$ cat config.mk
export PLATFORM = sky130hd
export DESIGN_NAME = conversor_bcd
export DESIGN_NICKNAME = d
export VERILOG_FILES = /design/src/rtl/conversor_bcd_pkg.sv /design/src/rtl/conversor_bcd_ajuste_add3.sv /design/src/rtl/conversor_bcd.sv
export SDC_FILE = /design/constraint.sdc
export NUM_CORES = 1
export LEC_CHECK = 0
export CAP_MARGIN = 30
export CORE_ASPECT_RATIO = 0.5
export CORE_MARGIN = 2
export CORE_UTILIZATION = 55
export CTS_BUF_LIST = sky130_fd_sc_hd__clkbuf_4 sky130_fd_sc_hd__clkbuf_8 sky130_fd_sc_hd__clkbuf_16
export DETAILED_ROUTE_END_ITERATION = 6
export GPL_TIMING_DRIVEN = 0
export PLACE_DENSITY = 0.79
export SYNTH_ARGS = -nofsm -noshare
export SYNTH_HDL_FRONTEND = slang
export SYNTH_HIERARCHICAL = 1
export SYNTH_SLANG_ARGS = --single-unit
$ cat constraint.sdc
create_clock -name clk -period 3.6 [get_ports clk]
set_input_delay 0.72 -clock clk [delete_from_list [all_inputs] [get_ports clk]]
set_output_delay 0.72 -clock clk [all_outputs]
set_load 0.1 [all_outputs]
$ cat src/rtl/conversor_bcd_pkg.sv
`default_nettype none
// +----------------------------------------------------------------------+
// | conversor_bcd_pkg                                                    |
// | Shared state encodings and default sizes for the BCD converter.      |
// | Rev 1.0 - initial release                                            |
// +----------------------------------------------------------------------+
package conversor_bcd_pkg;

  localparam int c_WIDTH_DEF  = 12;
  localparam int c_DIGITS_DEF = 4;

  localparam logic [1:0] c_ST_IDLE  = 2'd0;
  localparam logic [1:0] c_ST_SHIFT = 2'd1;
  localparam logic [1:0] c_ST_DONE  = 2'd2;

endpackage
`default_nettype wire

$ cat src/rtl/conversor_bcd_ajuste_add3.sv
`default_nettype none
// +----------------------------------------------------------------------+
// | ajuste_add3                                                          |
// | Double-dabble digit correction: adds 3 when the digit is 5 or more.  |
// | Rev 1.0 - initial release                                            |
// +----------------------------------------------------------------------+
module ajuste_add3 (
  input  logic [3:0] i_digit,
  output logic [3:0] o_digit
);

  assign o_digit = (i_digit >= 4'd5) ? (i_digit + 4'd3) : i_digit;

endmodule
`default_nettype wire

$ cat src/rtl/conversor_bcd.sv
`default_nettype none
// +----------------------------------------------------------------------+
// | conversor_bcd                                                        |
// | Sequential signed-binary to sign + packed-BCD converter.             |
// | Rev 1.0 - initial release                                            |
// +----------------------------------------------------------------------+
module conversor_bcd
  import conversor_bcd_pkg::*;
#(
  parameter int WIDTH  = c_WIDTH_DEF,
  parameter int DIGITS = c_DIGITS_DEF
) (
  input  logic                  clk,
  input  logic                  rst,
  input  logic                  start,
  input  logic [WIDTH-1:0]      F,
  output logic                  busy,
  output logic                  done,
  output logic                  sign,
  output logic [4*DIGITS-1:0]   bcd
);

  localparam int              c_CW   = $clog2(WIDTH + 1);
  localparam int              c_BW   = 4 * DIGITS;
  localparam logic [c_CW-1:0] c_LAST = c_CW'(WIDTH - 1);
  localparam logic [c_CW-1:0] c_ONE  = c_CW'(1);

  logic [1:0]          r_state;
  logic [WIDTH-1:0]    r_mag;
  logic [c_BW-1:0]     r_work;
  logic [c_BW-1:0]     r_bcd;
  logic [c_CW-1:0]     r_cnt;
  logic                r_sign_cap;
  logic                r_sign;

  logic [c_BW-1:0]       w_adj;
  logic [WIDTH-1:0]      w_abs;
  logic [c_BW+WIDTH-1:0] w_cat;
  logic [c_BW+WIDTH-1:0] w_shift;

  genvar gi;
  generate
    for (gi = 0; gi < DIGITS; gi++) begin : g_digit
      ajuste_add3 u_add3 (
        .i_digit (r_work[4*gi +: 4]),
        .o_digit (w_adj[4*gi +: 4])
      );
    end
  endgenerate

  // Two's-complement negate; the most negative value maps onto itself,
  // which read as unsigned is exactly its magnitude.
  assign w_abs   = F[WIDTH-1] ? ((~F) + {{(WIDTH-1){1'b0}}, 1'b1}) : F;
  assign w_cat   = {w_adj, r_mag};
  assign w_shift = w_cat << 1;

  always_ff @(posedge clk or posedge rst) begin
    if (rst) begin
      r_state    <= c_ST_IDLE;
      r_mag      <= '0;
      r_work     <= '0;
      r_bcd      <= '0;
      r_cnt      <= '0;
      r_sign_cap <= 1'b0;
      r_sign     <= 1'b0;
    end else begin
      case (r_state)
        c_ST_IDLE: begin
          if (start) begin
            r_sign_cap <= F[WIDTH-1];
            r_mag      <= w_abs;
            r_work     <= '0;
            r_cnt      <= '0;
            r_state    <= c_ST_SHIFT;
          end
        end
        c_ST_SHIFT: begin
          {r_work, r_mag} <= w_shift;
          r_cnt           <= r_cnt + c_ONE;
          if (r_cnt == c_LAST) begin
            r_bcd   <= w_shift[c_BW+WIDTH-1 -: c_BW];
            r_sign  <= r_sign_cap;
            r_state <= c_ST_DONE;
          end
        end
        c_ST_DONE: r_state <= c_ST_IDLE;
        default:   r_state <= c_ST_IDLE;
      endcase
    end
  end

  assign busy = (r_state == c_ST_SHIFT);
  assign done = (r_state == c_ST_DONE);
  assign sign = r_sign;
  assign bcd  = r_bcd;

endmodule
`default_nettype wire

; Yosys cells after proc, flatten, opt, wreduce, memory -nomap -nowiden
; Index checks and enable logic that the tools add are counted.
[word_totals]
input_bits = 15
regBits = 52
[classes]
n_bitwise = 1
order_cmp = 4
add_sub_neg = 6
reduce_logical = 6
muxes = 14
n_eq_ne = 5
[ops]
columns = cell, count
row1 = $pmux 16 s2, 1
row2 = $mux 12, 2
row3 = $pmux 12 s2, 1
row4 = $ge 4x3->1 const B, 4
row5 = $mux 16, 1
row6 = $mux 4, 4
row7 = $add 12x1->12 const B, 1
row8 = $add 4x2->4 const B, 3
row9 = $not 12->12, 1
row10 = $pmux 4 s2, 1
row11 = $reduce_and 2->1, 4
row12 = $add 4x1->4 const B, 1
row13 = $eq 4x4->1 const B, 1
row14 = $mux 2, 2
row15 = $pmux 2 s2, 1
row16 = $add 3x2->3 const B, 1
row17 = $mux 3, 1
row18 = $eq 2x1->1 const B, 1
row19 = $eq 2x2->1 const B, 1
row20 = $logic_not 2->1, 1
row21 = $ne 2x1->1 const B, 1
row22 = $ne 2x2->1 const B, 1
row23 = $reduce_bool 2->1, 1

; Longest topological paths before layout
[logic_depth]
depth_word = 5
depth_mapped = 6
ltp_nobuf = 6

; By module
; Netlist, hierarchy kept.
[by_module_without_submodules]
columns = mod, instances, area_each_um2, cells_each, seq_area_each_um2
row1 = conversor_bcd, 1, 2230.9, 180, 1301.2
row2 = ajuste_add3, 4, 101.3, 16, 0.0

; Worst setup path after synthesis
; Ideal clock, no wire load.
[synth_path]
kind = flip-flop to output port
from = register r_state[0]
to = output done
setup_slack_ps = 1035
t_arrival_ps = 1845
n_path_buf = 1
path_stages_with_launch = 3
cell_sequence = dfrtp_1 > buf_4 > nor2b_1
[synth_between]
elab_chain_len = 1
[synth_rtl]
columns = item, line_no
row1 = from (decl), conversor_bcd.sv:28  ; logic [1:0] r_state;
row2 = from (signal assigned), conversor_bcd.sv:59  ; r_state <= c_ST_IDLE;
row3 = from (signal assigned), conversor_bcd.sv:74  ; r_state <= c_ST_SHIFT;
row4 = from (signal assigned), conversor_bcd.sv:83  ; r_state <= c_ST_DONE;
row5 = $eq 2x2->1, conversor_bcd.sv:93  ; assign done = (r_state == c_ST_DONE);
row6 = to (decl), conversor_bcd.sv:18  ; output logic done,
; No other way between the ends.

; Worst setup path in the final report
[layout_path]
from = register r_state[1]
to = output busy
[layout_between]
elab_chain_len = 1
[layout_rtl]
columns = item, line_no
row1 = $eq 2x1->1, conversor_bcd.sv:92  ; assign busy = (r_state == c_ST_SHIFT);
row2 = to (decl), conversor_bcd.sv:17  ; output logic busy,
; No other way between the ends.

==> impl_summary.md <==
Status
The flow ran to the end, and the final reports show no timing, DRC or antenna violations.

Hold path
Counting instances, the worst hold path has a depth of 1. The worst hold path belongs to the class flop to flop. In this run the most critical hold path is launched from bcd[0]. The endpoint of the worst hold path is bcd[0].

Clocking
The deepest clock path buffer count is 2. The TritonCTS clock tree is yes. The maximum level of the CTS H-tree is 2.

The number of clock sinks is 52. After clock tree synthesis, the clock-pin slew on the worst setup and hold paths is approximately 0.09 ns. The hold buffer count at CTS is 0. The number of setup buffers added after CTS is 0. The root buffer selected by CTS is clkbuf_8.

The number of gates resized after CTS was 0. The total clock buffers created by CTS is 5. The later pin in the worst-skew pair is clocked with a latency of 0.30 ns.

Die
The die covers 5360 sq um. The region available for standard cell placement spans 4490 sq um. The number of core rows is 17. 34 I/O pins were placed. In this run the vertical extent of the chip is 52.8 um.

The die outline width is 102 um. Once the floorplan was initialized, standard cells occupied 58.3% of the core.

STA
The final hold violation count is 0. The final count of negative-setup-slack endpoints is 0. For the pin with the worst max-slew slack, the measured transition is 0.978 ns. The relative max-transition margin is 34.6%.

The clock arrives with 0.00660 ns of skew. After layout, the minimum clock period comes to 3.26 ns. In the finished design, the share of the clock period the worst path needs comes to 90.5%.

Static timing analysis puts the maximum clock frequency at 307 MHz. The final-report max-slew violation count is 0. After routing, the total negative slack on setup checks comes to 0 ns. Setup repair after global routing left no endpoint under its margin.

Run
The number of max-cap violations is 0.

GRT
The total global routing track utilization is 21.2%. Global routing used under 10% of the available met3 tracks. The number of antenna violations at the first check in global routing is 0. The first-pass GRT wire length is just under 9000 um. The met2 track demand over resource is 36.7%. The pin count of the biggest net entering global routing is 30. The via count of the first global-routing pass was 1960. The global routing's busiest layer is met2.

For met1 alone, demand over resource in global routing was a little over a quarter. After global routing the overflow that remains totals 0.

Final layout
The filler cells instantiated in the layout total between 300 and 400. Cells with a size suffix above 1 make up 13.2% of the layout. The number of nets in the layout is 306.

The area growth from synthesis to layout is 20.2%. The final standard cell count with taps included and fillers excluded is 347. The number of antenna diodes in the final layout is 0.

Setup path
The cell depth of the worst flop-to-flop path is 4. In this run the register-to-register setup slack is 1.77 ns. The endpoint of the worst register-to-register path is bcd[4]. At the worst endpoint, the arrival time is 2.54 ns. The startpoint of the most critical register-to-register path is r_state[1]. The peak fanout along the critical path is 10. The data required time of the worst path is about 2.9 ns. The kind of launch point of the worst setup path is a flop. The category of the worst setup path capture point is an output port. The type of the setup path with the least slack is flop to output port.

Route
The post-route DRC violation count is 0. The average wire per cell in the routed design is approximately 15 um. The first detailed-routing pass ran for 4 iterations.

For this block, the routed nets add up to 5040 um of wire. In this run, the number of DRC markers left after iteration 0 of detailed routing was 48. Once detail routing completed, the nets flagged for antenna violations numbered 0. The detailed-route via count is 1924. The average vias per placed instance is between 5 and 6.

Power
VDD sags by at most 0.422 mV. The net switching power is 1.47 mW. In this run the static leakage power is 1.38 nW. The net switching fraction of the power is 48.4%. The combinational group share of total power is about 55%.

In this run the power density over the cells is around 970 nW/um^2. The share of power burned in registers is 33.1%. The clock network is responsible for 11.6% of the overall power. The total internal power is ~1.6 mW.

Synth
The synthesized area per cell is 10.9 sq um. The post-synthesis cell count is 240. The number of nets in the synthesized netlist is 265. After synthesis the cells add up to 2620 sq um. Yosys printed 6 warnings.

Place
The placed cell count is 340. The final RePlAce weighted congestion is 0.771. The number of buffers inserted by port buffering is 33. The post-DP HPWL is 3720 um.
[worst max-delay path, cell delays in order (launching register included)]
cell and delay, ns:
dfrtp_1 0.47, nand2b_4 0.20, inv_2 0.15, buf_2 0.25, clkdlybuf4s50_1 1.17
[flip-flops by register name, summed over array words and instances (netlist names)]
name	count
bcd	16
r_work	16
r_mag	12
r_cnt	4
r_state	2
r_sign_cap	1
sign	1
[placed cells by master, fill, tap and decap left out, drive strengths merged, types with 3 or more instances in the layout]
cell type	instances
a21oi	6
a22o	17
a22oi	9
a31oi	3
buf	5
clkbuf	11
clkdlybuf4s50	33
dfrtp	52
ha	10
inv	13
mux2	17
mux2i	4
nand2	29
nand2b	9
nand3	3
nor2	8
nor4	3
o21ai	22
xnor2	11
[metal layers]
layer | share of wire (%) | vias up
met4 | 0.56 | 0
li1 | - | 933
met3 | 3.8 | 2
met1 | 48 | 944
met5 | 0 | -
met2 | 48 | 45
[worst max-delay path by stage]
stage | from | to
after floorplan | r_state[0] | done
final | r_state[1] | busy
after global placement | rst | r_mag[8]
after global routing | r_state[1] | busy
after detailed placement | r_state[1] | busy
after CTS | r_state[1] | busy
[stage by stage]
step           hold slack, ns  area [sq um]  utilization (%)  worst slack, ns  total power, mW
3_5_place_dp            0.475          3050             67.9            0.676             2.71
5_1_grt                 0.526          3150             70.1            0.252             3.24
3_3_place_gp            0.465          3030             67.5            0.696             2.64
6_report                0.494          3150             70.1            0.341             3.04
4_1_cts                 0.501          3150             70.1            0.331             3.06
2_1_floorplan           0.444          2620                -             1.04             2.31
[power by group through the flow]
stage | clock network [mW] | logic [mW] | registers [mW]
after global placement | 0 | 1.64 | 1.00
after CTS | 0.364 | 1.69 | 1.00
after detailed placement | 0 | 1.69 | 1.01
after global routing | 0.387 | 1.82 | 1.04
final | 0.352 | 1.68 | 1.01
after floorplan | 0 | 0.769 | 1.54
[final cells by class]
| class | count | area, sq um | share of cell area [%] |
|---|---|---|---|
| inverter | 13 | 48.8 | 1.55 |
| timing repair buffer | 34 | 350 | 11.1 |
| tap | 66 | 82.6 | 2.63 |
| multi-input combinational | 167 | 1220 | 38.9 |
| buffer | 8 | 42.5 | 1.35 |
| sequential | 52 | 1300 | 41.4 |
| clock buffer | 7 | 96.3 | 3.06 |
Power figures use the tool's default switching activity.
